File: src/rtl/multicycle_controller_pkg.sv
// Shared types and encodings for the multicycle RV32I controller.
// CTRL_UTYPE_EN adds lui/auipc support to the opcode decode helper.
package ctrl_pkg;

    typedef enum logic [3:0] {
        S_FETCH,
        S_DECODE,
        S_MEMADR,
        S_MEMREAD,
        S_MEMWB,
        S_MEMWRITE,
        S_EXECR,
        S_EXECI,
        S_EXECU,
        S_ALUWB,
        S_BEQ,
        S_JAL
    } state_t;

    typedef enum logic [1:0] {
        ALUOP_ADD   = 2'b00,
        ALUOP_SUB   = 2'b01,
        ALUOP_FUNCT = 2'b10
    } aluop_t;

    localparam logic [6:0] OP_LOAD   = 7'b0000011;
    localparam logic [6:0] OP_STORE  = 7'b0100011;
    localparam logic [6:0] OP_RTYPE  = 7'b0110011;
    localparam logic [6:0] OP_ITYPE  = 7'b0010011;
    localparam logic [6:0] OP_BRANCH = 7'b1100011;
    localparam logic [6:0] OP_JAL    = 7'b1101111;
    localparam logic [6:0] OP_LUI    = 7'b0110111;
    localparam logic [6:0] OP_AUIPC  = 7'b0010111;

    localparam logic [3:0] ALU_ADD = 4'b0000;
    localparam logic [3:0] ALU_SUB = 4'b0001;
    localparam logic [3:0] ALU_AND = 4'b0010;
    localparam logic [3:0] ALU_OR  = 4'b0011;
    localparam logic [3:0] ALU_SLT = 4'b0101;

    localparam logic [2:0] IMM_I = 3'b000;
    localparam logic [2:0] IMM_S = 3'b001;
    localparam logic [2:0] IMM_B = 3'b010;
    localparam logic [2:0] IMM_U = 3'b100;

    localparam logic [1:0] SRCA_PC    = 2'b00;
    localparam logic [1:0] SRCA_OLDPC = 2'b01;
    localparam logic [1:0] SRCA_RS1   = 2'b10;
    localparam logic [1:0] SRCA_ZERO  = 2'b11;

    localparam logic [1:0] SRCB_RS2  = 2'b00;
    localparam logic [1:0] SRCB_IMM  = 2'b01;
    localparam logic [1:0] SRCB_FOUR = 2'b10;

    localparam logic [1:0] RES_ALUOUT    = 2'b00;
    localparam logic [1:0] RES_DATA      = 2'b01;
    localparam logic [1:0] RES_ALURESULT = 2'b10;

    function automatic logic op_supported(input logic [6:0] op);
        case (op)
            OP_LOAD, OP_STORE, OP_RTYPE, OP_ITYPE, OP_BRANCH, OP_JAL: return 1'b1;
`ifdef CTRL_UTYPE_EN
            OP_LUI, OP_AUIPC: return 1'b1;
`endif
            default: return 1'b0;
        endcase
    endfunction

endpackage

File: src/rtl/multicycle_controller_if.sv
// Controller <-> datapath bundle: IR fields and status in, strobes and selects out.
// The controller takes the master side.
interface multicycle_controller_if;

    logic [6:0] op;
    logic [2:0] funct3;
    logic       funct7b5;
    logic       Zero;
    logic       MemReady;

    logic       PCWrite;
    logic       AdrSrc;
    logic       MemWrite;
    logic       IRWrite;
    logic [1:0] ResultSrc;
    logic [1:0] ALUSrcA;
    logic [1:0] ALUSrcB;
    logic [2:0] ImmSrc;
    logic [3:0] ALUControl;
    logic       RegWrite;
    logic       Retire;
    logic       Illegal;

    modport master (
        input  op, funct3, funct7b5, Zero, MemReady,
        output PCWrite, AdrSrc, MemWrite, IRWrite, ResultSrc, ALUSrcA, ALUSrcB,
               ImmSrc, ALUControl, RegWrite, Retire, Illegal
    );

    modport slave (
        output op, funct3, funct7b5, Zero, MemReady,
        input  PCWrite, AdrSrc, MemWrite, IRWrite, ResultSrc, ALUSrcA, ALUSrcB,
               ImmSrc, ALUControl, RegWrite, Retire, Illegal
    );

endinterface

File: src/rtl/multicycle_controller_alu_decoder.sv
// ALU operation decode: FSM ALUOp plus funct fields to ALUControl.
// op5 separates R-type (sub allowed) from I-type (funct7b5 is immediate bits).
module alu_decoder
    import ctrl_pkg::*;
(
    input  aluop_t     aluop,
    input  logic [2:0] funct3,
    input  logic       funct7b5,
    input  logic       op5,
    output logic [3:0] alucontrol
);

    always_comb begin
        alucontrol = ALU_ADD;
        case (aluop)
            ALUOP_ADD: alucontrol = ALU_ADD;
            ALUOP_SUB: alucontrol = ALU_SUB;
            default: begin
                case (funct3)
                    3'b000:  alucontrol = (funct7b5 && op5) ? ALU_SUB : ALU_ADD;
                    3'b010:  alucontrol = ALU_SLT;
                    3'b110:  alucontrol = ALU_OR;
                    3'b111:  alucontrol = ALU_AND;
                    default: alucontrol = ALU_ADD;
                endcase
            end
        endcase
    end

endmodule

File: src/rtl/multicycle_controller.sv
// Multicycle RV32I sequencing FSM driving the shared ALU, memory port and regfile.
// Define CTRL_UTYPE_EN to decode lui/auipc through the EXECU state.
module multicycle_controller
    import ctrl_pkg::*;
#(
    parameter bit RESET_PC_HOLD = 1'b1
) (
    input  logic                    clk,
    input  logic                    rst_n,
    multicycle_controller_if.master bus
);

    state_t     state;
    state_t     state_nx;
    logic       settled;
    logic       fetch_go;
    aluop_t     aluop;
    logic [3:0] alucontrol;

    logic       pcwrite;
    logic       adrsrc;
    logic       memwrite;
    logic       irwrite;
    logic [1:0] resultsrc;
    logic [1:0] alusrca;
    logic [1:0] alusrcb;
    logic [2:0] immsrc;
    logic       regwrite;
    logic       retire;
    logic       illegal;

    // settled marks the first post-reset cycle as done; only consulted when holding off fetch
    always_ff @(posedge clk) begin
        if (!rst_n) begin
            state   <= S_FETCH;
            settled <= 1'b0;
        end else begin
            state   <= state_nx;
            settled <= 1'b1;
        end
    end

    assign fetch_go = settled || !RESET_PC_HOLD;

    always_comb begin
        state_nx = state;
        case (state)
            S_FETCH:    if (fetch_go && bus.MemReady) state_nx = S_DECODE;
            S_DECODE: begin
                case (bus.op)
                    OP_LOAD, OP_STORE: state_nx = S_MEMADR;
                    OP_RTYPE:          state_nx = S_EXECR;
                    OP_ITYPE:          state_nx = S_EXECI;
                    OP_BRANCH:         state_nx = S_BEQ;
                    OP_JAL:            state_nx = S_JAL;
`ifdef CTRL_UTYPE_EN
                    OP_LUI, OP_AUIPC:  state_nx = S_EXECU;
`endif
                    default:           state_nx = S_FETCH;
                endcase
            end
            S_MEMADR:   state_nx = bus.op[5] ? S_MEMWRITE : S_MEMREAD;
            S_MEMREAD:  if (bus.MemReady) state_nx = S_MEMWB;
            S_MEMWB:    state_nx = S_FETCH;
            S_MEMWRITE: if (bus.MemReady) state_nx = S_FETCH;
            S_EXECR, S_EXECI, S_EXECU: state_nx = S_ALUWB;
            S_ALUWB:    state_nx = S_FETCH;
            S_BEQ:      state_nx = S_FETCH;
            S_JAL:      state_nx = S_ALUWB;
            default:    state_nx = S_FETCH;
        endcase
    end

    always_comb begin
        pcwrite   = 1'b0;
        adrsrc    = 1'b0;
        memwrite  = 1'b0;
        irwrite   = 1'b0;
        resultsrc = RES_ALUOUT;
        alusrca   = SRCA_PC;
        alusrcb   = SRCB_RS2;
        immsrc    = IMM_I;
        regwrite  = 1'b0;
        retire    = 1'b0;
        illegal   = 1'b0;
        aluop     = ALUOP_ADD;
        case (state)
            S_FETCH: begin
                resultsrc = RES_ALURESULT;
                alusrcb   = SRCB_FOUR;
                if (fetch_go && bus.MemReady) begin
                    pcwrite = 1'b1;
                    irwrite = 1'b1;
                end
            end
            S_DECODE: begin
                alusrca = SRCA_OLDPC;
                alusrcb = SRCB_IMM;
                immsrc  = IMM_B;
                illegal = !op_supported(bus.op);
            end
            S_MEMADR: begin
                alusrca = SRCA_RS1;
                alusrcb = SRCB_IMM;
                immsrc  = bus.op[5] ? IMM_S : IMM_I;
            end
            S_MEMREAD:  adrsrc = 1'b1;
            S_MEMWB: begin
                resultsrc = RES_DATA;
                regwrite  = 1'b1;
                retire    = 1'b1;
            end
            S_MEMWRITE: begin
                adrsrc   = 1'b1;
                memwrite = 1'b1;
                retire   = bus.MemReady;
            end
            S_EXECR: begin
                alusrca = SRCA_RS1;
                alusrcb = SRCB_RS2;
                aluop   = ALUOP_FUNCT;
            end
            S_EXECI: begin
                alusrca = SRCA_RS1;
                alusrcb = SRCB_IMM;
                aluop   = ALUOP_FUNCT;
            end
`ifdef CTRL_UTYPE_EN
            S_EXECU: begin
                alusrca = bus.op[5] ? SRCA_ZERO : SRCA_OLDPC;
                alusrcb = SRCB_IMM;
                immsrc  = IMM_U;
            end
`endif
            S_ALUWB: begin
                regwrite = 1'b1;
                retire   = 1'b1;
            end
            S_BEQ: begin
                alusrca = SRCA_RS1;
                alusrcb = SRCB_RS2;
                aluop   = ALUOP_SUB;
                // funct3[0] inverts the sense: beq on Zero, bne on !Zero
                if (bus.funct3[2:1] == 2'b00) begin
                    pcwrite = bus.Zero ^ bus.funct3[0];
                    retire  = 1'b1;
                end else begin
                    illegal = 1'b1;
                end
            end
            S_JAL: begin
                alusrca = SRCA_OLDPC;
                alusrcb = SRCB_FOUR;
                pcwrite = 1'b1;
            end
            default: ;
        endcase
        if (!rst_n) begin
            pcwrite   = 1'b0;
            adrsrc    = 1'b0;
            memwrite  = 1'b0;
            irwrite   = 1'b0;
            resultsrc = '0;
            alusrca   = '0;
            alusrcb   = '0;
            immsrc    = '0;
            regwrite  = 1'b0;
            retire    = 1'b0;
            illegal   = 1'b0;
            aluop     = ALUOP_ADD;
        end
    end

    alu_decoder u_alu_decoder (
        .aluop      (aluop),
        .funct3     (bus.funct3),
        .funct7b5   (bus.funct7b5),
        .op5        (bus.op[5]),
        .alucontrol (alucontrol)
    );

    assign bus.PCWrite    = pcwrite;
    assign bus.AdrSrc     = adrsrc;
    assign bus.MemWrite   = memwrite;
    assign bus.IRWrite    = irwrite;
    assign bus.ResultSrc  = resultsrc;
    assign bus.ALUSrcA    = alusrca;
    assign bus.ALUSrcB    = alusrcb;
    assign bus.ImmSrc     = immsrc;
    assign bus.ALUControl = alucontrol;
    assign bus.RegWrite   = regwrite;
    assign bus.Retire     = retire;
    assign bus.Illegal    = illegal;

endmodule
File: src/flat_wrapper.sv
// flat-port wrapper written by rule: the top's interface ports become plain ports
module multicycle_controller_flat import ctrl_pkg::*;
#(
    parameter bit RESET_PC_HOLD = 1'b1
)
  (clk, rst_n, bus_op, bus_funct3, bus_funct7b5, bus_Zero, bus_MemReady, bus_PCWrite, bus_AdrSrc, bus_MemWrite, bus_IRWrite, bus_ResultSrc, bus_ALUSrcA, bus_ALUSrcB, bus_ImmSrc, bus_ALUControl, bus_RegWrite, bus_Retire, bus_Illegal);
  multicycle_controller_if bus_i ();
  input  logic clk;
  input  logic rst_n;
  input wire logic [$bits(bus_i.op)-1:0] bus_op;
  input wire logic [$bits(bus_i.funct3)-1:0] bus_funct3;
  input wire logic [$bits(bus_i.funct7b5)-1:0] bus_funct7b5;
  input wire logic [$bits(bus_i.Zero)-1:0] bus_Zero;
  input wire logic [$bits(bus_i.MemReady)-1:0] bus_MemReady;
  output wire logic [$bits(bus_i.PCWrite)-1:0] bus_PCWrite;
  output wire logic [$bits(bus_i.AdrSrc)-1:0] bus_AdrSrc;
  output wire logic [$bits(bus_i.MemWrite)-1:0] bus_MemWrite;
  output wire logic [$bits(bus_i.IRWrite)-1:0] bus_IRWrite;
  output wire logic [$bits(bus_i.ResultSrc)-1:0] bus_ResultSrc;
  output wire logic [$bits(bus_i.ALUSrcA)-1:0] bus_ALUSrcA;
  output wire logic [$bits(bus_i.ALUSrcB)-1:0] bus_ALUSrcB;
  output wire logic [$bits(bus_i.ImmSrc)-1:0] bus_ImmSrc;
  output wire logic [$bits(bus_i.ALUControl)-1:0] bus_ALUControl;
  output wire logic [$bits(bus_i.RegWrite)-1:0] bus_RegWrite;
  output wire logic [$bits(bus_i.Retire)-1:0] bus_Retire;
  output wire logic [$bits(bus_i.Illegal)-1:0] bus_Illegal;
  assign bus_i.op = bus_op;
  assign bus_i.funct3 = bus_funct3;
  assign bus_i.funct7b5 = bus_funct7b5;
  assign bus_i.Zero = bus_Zero;
  assign bus_i.MemReady = bus_MemReady;
  assign bus_PCWrite = bus_i.PCWrite;
  assign bus_AdrSrc = bus_i.AdrSrc;
  assign bus_MemWrite = bus_i.MemWrite;
  assign bus_IRWrite = bus_i.IRWrite;
  assign bus_ResultSrc = bus_i.ResultSrc;
  assign bus_ALUSrcA = bus_i.ALUSrcA;
  assign bus_ALUSrcB = bus_i.ALUSrcB;
  assign bus_ImmSrc = bus_i.ImmSrc;
  assign bus_ALUControl = bus_i.ALUControl;
  assign bus_RegWrite = bus_i.RegWrite;
  assign bus_Retire = bus_i.Retire;
  assign bus_Illegal = bus_i.Illegal;
  multicycle_controller #(.RESET_PC_HOLD(RESET_PC_HOLD)) u_core (.clk(clk), .rst_n(rst_n), .bus(bus_i));
endmodule
File: config.mk
export PLATFORM = sky130hd
export DESIGN_NAME = multicycle_controller_flat
export DESIGN_NICKNAME = d
export VERILOG_FILES = /design/src/rtl/multicycle_controller_pkg.sv /design/src/rtl/multicycle_controller_if.sv /design/src/rtl/multicycle_controller_alu_decoder.sv /design/src/rtl/multicycle_controller.sv /design/src/flat_wrapper.sv
export SDC_FILE = /design/constraint.sdc
export NUM_CORES = 1
export LEC_CHECK = 0
export BUFFER_PORTS_ARGS = -buffer_cell sky130_fd_sc_hd__buf_4
export CAP_MARGIN = 0
export CORE_AREA = 3 3 43 45
export DETAILED_ROUTE_END_ITERATION = 10
export DIE_AREA = 0 0 46 48
export GPL_ROUTABILITY_DRIVEN = 0
export PLACE_DENSITY = 0.79
export SLEW_MARGIN = 30
export SYNTH_ARGS = -nofsm -noshare
export SYNTH_HDL_FRONTEND = slang
export SYNTH_SLANG_ARGS = --single-unit
File: constraint.sdc
create_clock -name clk -period 2.35 [get_ports clk]
set_clock_uncertainty 0.1 [all_clocks]
set_input_delay 0.1175 -clock clk [delete_from_list [all_inputs] [get_ports clk]]
set_output_delay 0.1175 -clock clk [all_outputs]
set_load 0.005 [all_outputs]
==> results of run 1 <==
-- where the power goes --
part | internal [uW] | total (uW) | switching [uW]
clock network | 64.5 | 105 | 40.7
registers | 87.5 | 88.9 | 1.43
logic | 47.3 | 94.8 | 47.5
total | 199 | 289 | 89.6
-- worst reg2reg max path, delay by kind of cell (launching register included) --
family	cells	cell delay [ns]
compound gates	2	0.62
flops	1	0.72
simple gates	1	0.24
-- cells by family (layout without fill, tap and decap cells) --
logic type / count (synthesis) / after routing / synth area share, %
buffers and inverters: 15 / 43 / 10.1
DFF: 5 / 5 / 14.2
muxes: 1 / 1 / 1.42
xor gates and xnor gates: 4 / 4 / 4.97
and+or+nand+nor: 55 / 55 / 40.1
other: 1 / 2 / 0.532
AOI/OAI and AO/OA: 27 / 27 / 28.6
-- metal layers --
| layer | vias up | GRT usage (%) | share of wire, % |
|---|---|---|---|
| li1 | 451 | - | - |
| met1 | 411 | 24.9 | 41 |
| met2 | 41 | 35.4 | 50 |
| met3 | 2 | 1.13 | 8.1 |
| met4 | 0 | 6.82 | 0.55 |
| met5 | - | 0 | 0 |
-- stage by stage --
stage | hold slack, ns | area [um^2] | std cells | util, % | total power [uW]
after floorplan | 0.0452 | 708 | 109 | - | 141
after global placement | 0.253 | 927 | 148 | 61.5 | 183
after detailed placement | 0.254 | 927 | 148 | 61.5 | 184
after CTS | 0.127 | 963 | 153 | 64.0 | 291
after global routing | 0.163 | 963 | 153 | 64.0 | 303
final | 0.133 | 963 | 153 | 64.0 | 289
-- synthesized netlist by cell type, drive strengths merged, types with 2 or more instances --
library cell / instances / area (um^2)
o2bb2ai: 2 / 17.5
nand4: 4 / 25.0
xor2: 3 / 26.3
o21ai: 2 / 10.0
dfxtp: 5 / 100
a21oi: 5 / 25.0
clkbuf: 3 / 11.3
nor3b: 2 / 15.0
nand3b: 2 / 15.0
o32ai: 2 / 17.5
nand3: 3 / 15.0
nor2b: 3 / 21.3
nand2b: 5 / 31.3
nor3: 4 / 20.0
inv: 4 / 15.0
a22oi: 2 / 15.0
a211oi: 2 / 15.0
nor2: 14 / 52.6
nand2: 14 / 52.6
buf: 8 / 45.0
-- path summary, 6_finish.rpt --
kind	start	end	slack, ns	depth (start not counted)
worst max-delay path	u_core.state[1]$_SDFFE_PN0P_	bus_ALUControl[0]	0.44	3
worst min register to register	u_core.state[2]$_SDFFE_PN0P_	u_core.state[1]$_SDFFE_PN0P_	0.59	2
worst min-delay path	bus_op[1]	u_core.state[1]$_SDFFE_PN0P_	0.13	3
worst max register to register	u_core.state[1]$_SDFFE_PN0P_	u_core.state[2]$_SDFFE_PN0P_	0.59	3
-- state kept, by name, indices dropped and copies added (netlist names) --
name and flops:
u_core.fetch_go 1, u_core.state 4
-- cell type report --
class,count,area (um^2),area share [%]
Inverter,4,15.0,1.56
Clock buffer,4,26.3,2.73
Tap cell,16,20.0,2.08
Multi-Input combinational cell,89,537,55.7
Sequential cell,5,100,10.4
Timing Repair Buffer,35,265,27.5
==> run_results.csv, run 1 <==
group,metric,value,unit
finish,nets,153,
drt,wl,2020,um
cts,clk_pin_slew_worst_paths,0.05,ns
synthesis,yosysSeqAreaShare,14.2,%
synthesis,async_flop_share,0,%
pwr,powerDensity,300,mW/mm^2
finish,final_cell_mix,"buf_4, nor2_1, nand2_1",
cts,clock-sinks,5,
cts,cts_buffers,3,
finish,nFillCells,153,
critical_path,slowest_delay,0.72,ns
placement,post-place-ws,0.604,ns
synthesis,synth-edff-count,0,
drt,routedWlPerCell,13.2,um
pwr,power_leakage,0.000429,uW
floorplanning,ios,35,
floorplanning,fp.dieW,46,um
drt,firstDrtPassIters,4,
timing,finalCritPeriodShare,81.4,%
critical_path,slowest_stage,"dfxtp_1",
cts,cts_resized,0,
critical_path,crit_chain,"nand3b_1 -> o41ai_1 -> buf_4",
cts,htreeDepth,1,
finish,area_growth,36.8,%
floorplanning,die_area,0.00221,mm^2
cts,cts_hold_buffers,1,
cts,root_buffer,"clkbuf_4",
floorplanning,coreArea,0.00151,mm^2
placement,post-dp-hpwl,1560,um
synthesis,synth_flop_cell,"dfxtp_1",
critical_path,cp.buffers_inverters,1,
drt,viasPerCell,5.92,
floorplanning,start_util,46.8,%
timing,fmax,523,MHz
cts,cts_tree,"built",
timing,worst_slack,0.437,ns
run,maxCapViolCount,0,
global_routing,grt_pass1_vias,748,
synthesis,yosysWarnings,0,
drt,drc,0,
finish,layout-drive-gt1-share,29.2,%
cts,worstSkewPairLatency,0.25,ns
critical_path,arrival,1.70,ns
synthesis,syn_inst,108,
timing,rsz0062_at_grt,"no",
floorplanning,row_count,14,
cts,post_cts_buffers,0,
finish,final_common_cell,"buf_4",
global_routing,grt_max_degree,22,
timing,timing.slew.headroom,57.8,%
timing,tightest_slew,0.633,ns
timing,fin_setup_tns,0,ns
floorplanning,die_h,48,um
global_routing,grt_remaining_overflow,0,
critical_path,end_kind,"output port",
critical_path,cp.required,2.13,ns
critical_path,path_class,"reg -> out",
critical_path,crit_path_start_kind,"flop",
placement,port_buffers,32,
pwr,peakVddDrop,0.000194,V
timing,slew_viol_final,0,
timing,min_period,1.91,ns
hold_path,hold_class,"in -> reg",
critical_path,critPathTopFamily,"flip-flops",
synthesis,avgSynthCellArea,6.52,um^2
global_routing,grt_pass1_wl,3260,um
timing,finalHoldViolations,0,
synthesis,synth_seq_cells,5,
run_status,status,"finished clean",
cts,max-clock-path-buffers,2,
global_routing,antenna_found_initial,0,
global_routing,gr-usage-all-layers,19.8,%
drt,postRouteAntennaNets,0,
synthesis,yosys.cell_types.count,41,
timing,setup_viol,0,
finish,antennaDiodeCount,0,
synthesis,syn_area,704,um^2
drt,vias,905,
critical_path,crit_path_max_fanout,21,
drt,first_iter_violations,9,
(Power assumes the default switching activity.)
==> inputs of run 2 (changes only) <==
--- a/config.mk
+++ b/config.mk
@@ -5,13 +5,14 @@
 export SDC_FILE = /design/constraint.sdc
 export NUM_CORES = 1
 export LEC_CHECK = 0
+export ABC_AREA = 1
 export BUFFER_PORTS_ARGS = -buffer_cell sky130_fd_sc_hd__buf_4
 export CAP_MARGIN = 0
-export CORE_AREA = 3 3 43 45
+export CORE_AREA = 3 3 44 46
 export DETAILED_ROUTE_END_ITERATION = 10
-export DIE_AREA = 0 0 46 48
+export DIE_AREA = 0 0 47 49
 export GPL_ROUTABILITY_DRIVEN = 0
-export PLACE_DENSITY = 0.79
+export PLACE_DENSITY = 0.74
 export SLEW_MARGIN = 30
 export SYNTH_ARGS = -nofsm -noshare
 export SYNTH_HDL_FRONTEND = slang
==> constraint.sdc (replaced) <==
create_clock -name clk -period 1.87 [get_ports clk]
set_clock_uncertainty 0.1 [all_clocks]
set_input_delay 0.0935 -clock clk [delete_from_list [all_inputs] [get_ports clk]]
set_output_delay 0.0935 -clock clk [all_outputs]
set_load 0.005 [all_outputs]
==> run 2 against run 1 <==
  * Setup slack lost 0.23 ns
  * Global-route usage is 1.5 points lower
  * First-iteration DRC count rose by 100%
  * Synthesized cell count is 12% higher
  * Non-clock buffer count down 2
  * Count of clock-buffer cells in the layout did not move
  * Sequential power increased by 28%
  * Flip-flop and latch count is the same
  * Combinational power increased by 12%
  * Core utilization decreased by 2.8 points
  * Sequential share of layout area rose by 0.22 points
  * Highest routed layer unchanged
==> run_results.csv, run 2 <==
group,metric,value,unit
global_routing,grt_pass1_vias,788,
critical_path,path_class,"reg -> out",
finish,nets,171,
critical_path,slowest_stage,"dfxtp_1",
cts,cts_tree,"built",
finish,layout-drive-gt1-share,36.8,%
pwr,powerDensity,380,mW/mm^2
floorplanning,start_util,43.7,%
drt,first_iter_violations,18,
timing,fmax,600,MHz
drt,vias,859,
finish,final_cell_mix,"nand2_1, buf_4, nor2_1, inv_1",
critical_path,crit_start,"u_core.state[3]$_SDFFE_PN0P_",
drt,postRouteAntennaNets,0,
critical_path,crit_path_max_fanout,3,
cts,root_buffer,"clkbuf_4",
finish,nFillCells,139,
cts,clk_pin_slew_worst_paths,0.06,ns
global_routing,grt_remaining_overflow,0,
finish,area_growth,40.1,%
finish,antennaDiodeCount,0,
synthesis,yosysWarnings,0,
synthesis,syn_inst,121,
synthesis,avgSynthCellArea,5.56,um^2
synthesis,syn_area,673,um^2
synthesis,synth_most_common_cell,"nand2_1",
critical_path,cp.depth,9,
floorplanning,fp.dieW,47,um
cts,cts_buffers,3,
run,maxCapViolCount,0,
synthesis,synth_flop_cell,"dfxtp_1",
floorplanning,row_count,14,
cts,max-clock-path-buffers,2,
drt,viasPerCell,5.02,
finish,final_common_cell,"nand2_1",
floorplanning,coreArea,0.00154,mm^2
synthesis,synth-edff-count,0,
synthesis,synth_top_family_by_area,"simple AND/OR/NAND/NOR gates",
drt,routedWlPerCell,10.7,um
global_routing,gr-usage-all-layers,18.3,%
finish,largest_reg_flops,4,
synthesis,yosysSeqAreaShare,14.9,%
synthesis,async_flop_share,0,%
critical_path,cp.buffers_inverters,3,
critical_path,worst_r2r_path_depth,9,
synthesis,synth_area_leaders,"nand2_1, dfxtp_1, nor2_1, inv_1, nor2_4",
run_status,status,"finished clean",
floorplanning,ios,35,
cts,worstSkewPairLatency,0.26,ns
hold_path,min_from,"bus_MemReady",
finish,regArea,100,um^2
critical_path,arrival,1.47,ns
critical_path,crit_path_start_kind,"flop",
drt,wl,1830,um
critical_path,slowest_delay,0.45,ns
timing,fin_setup_tns,0,ns
cts,htreeDepth,1,
floorplanning,die_h,49,um
placement,port_buffers,32,
pwr,power_leakage,0.000481,uW
pwr,peakVddDrop,0.000373,V
timing,setup_viol,0,
timing,finalHoldViolations,0,
floorplanning,die_area,0.00230,mm^2
timing,holdWs,0.0958,ns
synthesis,yosys.area_share.simple,50.7,%
drt,drc,0,
placement,post-dp-hpwl,1560,um
hold_path,holdPathStages,4,
global_routing,grt_pass1_wl,3170,um
synthesis,synth_seq_cells,5,
timing,finalCritPeriodShare,89.1,%
critical_path,critPathTopFamily,"flip-flops",
global_routing,grt_max_degree,16,
timing,rsz0062_at_grt,"no",
hold_path,hold_class,"in -> reg",
synthesis,synthAdderAreaFrac,0,%
drt,firstDrtPassIters,4,
global_routing,antenna_found_initial,0,
synthesis,muxShareOfSynthArea,0,%
synthesis,yosys.area.top_type,"nand2_1",
timing,min_period,1.67,ns
synthesis,synth_xor_area_share,1.30,%
critical_path,crit_chain,"inv_2 -> nor2_2 -> inv_2 -> nor2_4 -> nand2_2 -> o22ai_2 -> nor2_1 -> nor2_1 -> buf_4",
timing,slew_viol_final,0,
finish,regMostFlops,"u_core.state",
critical_path,cp.required,1.68,ns
synthesis,netlist.area_leader.share,18.4,%
critical_path,end_kind,"output port",
synthesis,yosys.cell_types.count,26,
finish,multi_input_area,479,um^2
critical_path,crit-reg2reg-launch,"u_core.state[1]$_SDFFE_PN0P_",
synthesis,synth_compound_area_share,18.0,%
cts,clock-sinks,5,
synthesis,ys_top_cells_by_count,"nand2_1, nor2_1, inv_1",
## run 2: changes by cell type in the layout (fill, tap and decap cells not counted), sizes merged, moves of 4 or more
cell	before	now
nand4	4	0
nand2b	5	0
inv	4	18
nor2	14	26
nand2	14	39
## run 2: worst reg2reg max path: cells and delay by family (launching register included)
kind	cells	cell delay [ns]
buffers and inverters	1	0.10
flip-flops	1	0.47
AO/OA/AOI/OAI	1	0.05
AND/OR/NAND/NOR	7	0.57
## run 2: area by class of cell
cell class / count / area share [%]
clock buffer: 4 / 2.79
inverter: 18 / 7.16
multi-input combinational: 95 / 50.8
sequential: 5 / 10.6
tap: 16 / 2.12
timing repair buffer: 33 / 26.5
## run 2: repair_timing
item / in CTS / in global routing
gates resized for setup: 0 / 0
hold endpoints to repair: 1 / 0
buffers inserted: 0 / 0
setup endpoints to repair: 0 / 0
hold buffers: 1 / 0
## run 2: path summary, 6_finish.rpt
path / to / slack (ns)
worst min register to register: u_core.state[0]$_SDFFE_PN0P_ / 0.62
worst max register to register: u_core.state[2]$_SDFFE_PN0P_ / 0.45
worst max-delay path: bus_PCWrite / 0.20
worst min-delay path: u_core.state[0]$_SDFFE_PN0P_ / 0.1
## run 2: power breakdown
| part | total, uW | switching (uW) | internal [uW] |
|---|---|---|---|
| Clock | 139 | 57.1 | 81.5 |
| Combinational | 106 | 55.4 | 50.9 |
| Sequential | 114 | 3.56 | 110 |
## run 2: kinds of logic after synthesis
family	count (synthesis)
simple gates	74
buf+inv	22
compound gates	18
flops	5
xor+xnor	1
other cells	1
## run 2: metal layers
| metal | part of all wire [%] | track usage, % | wire (um) |
|---|---|---|---|
| met5 | 0 | 0 | 0 |
| met2 | 50 | 28.7 | 908 |
| met4 | 2.2 | 8.29 | 40 |
| met3 | 7.4 | 3.32 | 135 |
| met1 | 41 | 23.2 | 747 |
## run 2: through the flow
stage	cells	instance area [um^2]	power, uW	setup slack [ns]	utilization (%)
after detailed placement	166	907	220	0.463	58.8
after floorplan	122	677	171	0.651	-
after global routing	171	943	384	0.0740	61.2
after global placement	166	907	219	0.462	58.8
after CTS	171	943	351	0.192	61.2
final	171	943	358	0.204	61.2
==> inputs of run 3 (changes only) <==
--- a/config.mk
+++ b/config.mk
@@ -5,14 +5,14 @@
 export SDC_FILE = /design/constraint.sdc
 export NUM_CORES = 1
 export LEC_CHECK = 0
-export ABC_AREA = 1
+export ABC_AREA = 0
 export BUFFER_PORTS_ARGS = -buffer_cell sky130_fd_sc_hd__buf_4
 export CAP_MARGIN = 0
 export CORE_AREA = 3 3 44 46
 export DETAILED_ROUTE_END_ITERATION = 10
 export DIE_AREA = 0 0 47 49
 export GPL_ROUTABILITY_DRIVEN = 0
-export PLACE_DENSITY = 0.74
+export PLACE_DENSITY = 0.87
 export SLEW_MARGIN = 30
 export SYNTH_ARGS = -nofsm -noshare
 export SYNTH_HDL_FRONTEND = slang
==> run 3 against run 2 <==
  * Non-clock buffer count up 4
  * Core utilization up 2.4 points
  * Fmax decreased by 3.9%
  * Critical path depth down 5
  * Combinational power up 15%
  * Largest power group is now combinational cells
  * Wire length grew 20%
  * Critical path type unchanged
  * Count of clock-buffer cells in the layout unchanged
==> run_results.csv, run 3 (synthesis results as in run 1) <==
group,metric,value,unit
cts,clock-sinks,5,
timing,finalHoldViolations,0,
drt,drc,0,
finish,antennaDiodeCount,0,
hold_path,hold_class,"in -> reg",
floorplanning,fp.dieW,47,um
critical_path,crit_top_cell,"buf_4",
floorplanning,start_util,45.7,%
finish,final_common_cell,"buf_4",
floorplanning,die_area,0.00230,mm^2
timing,worst_slack,0.136,ns
critical_path,crit_path_max_fanout,12,
finish,nFillCells,147,
pwr,power_leakage,0.000441,uW
drt,postRouteAntennaNets,0,
drt,vias,911,
finish,final_cell_mix,"buf_4, nor2_1, nand2_1, nand2b_1, a21oi_1",
floorplanning,ios,35,
global_routing,grt_remaining_overflow,0,
placement,port_buffers,32,
cts,post_cts_buffers,0,
critical_path,cp.required,1.68,ns
critical_path,worst_r2r_path_depth,5,
global_routing,grt_max_degree,19,
drt,first_iter_violations,30,
cts,max-clock-path-buffers,2,
placement,dpl_cell_area,942,um^2
finish,largest_reg_flops,4,
placement,post-place-ws,0.304,ns
cts,cts_tree,"built",
timing,setup_viol,0,
timing,fmax,577,MHz
critical_path,critPathTopFamily,"flip-flops",
global_routing,grt_pass1_wl,3580,um
cts,clk_pin_slew_worst_paths,0.04,ns
drt,dr_wl_met3,183,um
finish,fin_area,980,um^2
pwr,powerDensity,360,mW/mm^2
critical_path,crit-reg2reg-launch,"u_core.state[1]$_SDFFE_PN0P_",
timing,finalCritPeriodShare,92.7,%
critical_path,reg2reg_to,"u_core.state[2]$_SDFFE_PN0P_",
drt,dr.max_layer_used,"met4",
critical_path,cp.buffers_inverters,2,
cts,worstSkewPairLatency,0.23,ns
drt,viasPerCell,5.88,
global_routing,antenna_found_initial,0,
global_routing,grt_pass1_vias,891,
finish,nets,155,
drt,firstDrtPassIters,4,
drt,wl_met2,1140,um
timing,slew_viol_final,0,
hold_path,holdPathEnd,"u_core.state[1]$_SDFFE_PN0P_",
placement,post-dp-hpwl,1730,um
critical_path,arrival,1.54,ns
critical_path,path_class,"reg -> out",
global_routing,gr-usage-all-layers,20.4,%
cts,htreeDepth,1,
finish,area_growth,39.1,%
critical_path,crit_chain,"buf_4 -> nand2_1 -> a211oi_1 -> buf_4",
critical_path,reg2reg_setup_slack,0.30,ns
floorplanning,row_count,14,
critical_path,end_kind,"output port",
floorplanning,die_h,49,um
critical_path,slowest_delay,0.54,ns
finish,regMostFlops,"u_core.state",
timing,rsz0062_at_grt,"no",
critical_path,crit_path_start_kind,"flop",
cts,root_buffer,"clkbuf_4",
drt,wl,2200,um
run,maxCapViolCount,0,
critical_path,slowest_stage,"dfxtp_1",
timing,min_period,1.73,ns
timing,fin_setup_tns,0,ns
floorplanning,coreArea,0.00154,mm^2
cts,cts_buffers,3,
hold_path,holdPathStages,3,
finish,layout-drive-gt1-share,30.9,%
drt,drt-met1-wl,859,um
pwr,peakVddDrop,0.000376,V
hold_path,min_from,"bus_op[1]",
drt,routedWlPerCell,14.2,um
run_status,status,"finished clean",
==> run 3: area by class of cell <==
type | instances | area (um^2) | area share, %
Clock buffer | 4 | 26.3 | 2.68
Inverter | 4 | 15.0 | 1.53
Multi-Input combinational cell | 89 | 537 | 54.8
Sequential cell | 5 | 101 | 10.3
Tap cell | 16 | 20.0 | 2.04
Timing Repair Buffer | 37 | 280 | 28.6
==> run 3: routing by layer <==
metal	vias to the layer above	GRT usage, %
met2	43	36.0
met4	0	12.4
met3	2	2.58
met5	-	0
met1	416	21.1
li1	450	-
==> run 3: through the flow <==
step	instances	power, uW	utilization, %	hold slack (ns)
2_1_floorplan	109	177	-	0.0212
3_3_place_gp	150	230	61.1	0.228
3_5_place_dp	150	233	61.1	0.229
4_1_cts	155	360	63.5	0.125
5_1_grt	155	379	63.6	0.142
6_report	155	352	63.6	0.135
==> run 3: worst max-delay path by stage <==
stage,start,to,slack (ns),cells after the start
after CTS,u_core.state[2]$_SDFFE_PN0P_,bus_MemWrite,0.03,5
after floorplan,u_core.state[3]$_SDFFE_PN0P_,u_core.state[2]$_SDFFE_PN0P_,0.48,5
after global routing,u_core.state[2]$_SDFFE_PN0P_,bus_Retire,0.01,5
final,u_core.state[1]$_SDFFE_PN0P_,bus_ALUSrcA[1],0.14,4
after global placement,u_core.state[2]$_SDFFE_PN0P_,bus_Retire,0.36,5
after detailed placement,u_core.state[2]$_SDFFE_PN0P_,bus_MemWrite,0.30,5
==> run 3: repair_timing <==
item / in CTS / in global routing
hold buffers: 1 / 0
endpoints found under the setup margin: 0 / 6
endpoints found under the hold margin: 1 / 0
gates resized for setup: 0 / 1
==> run 3: power breakdown <==
group | leakage, uW | switching [uW] | internal [uW]
Clock | 0.0000150 | 37.9 | 80.3
Combinational | 0.000384 | 62.0 | 59.7
Sequential | 0.0000414 | 2.34 | 110
Total | 0.000441 | 102 | 250
==> run 3: tightest hold or removal path, cell delays in order <==
cell,delay (ns)
buf_4,0.11
o211ai_1,0.10
o32ai_1,0.10
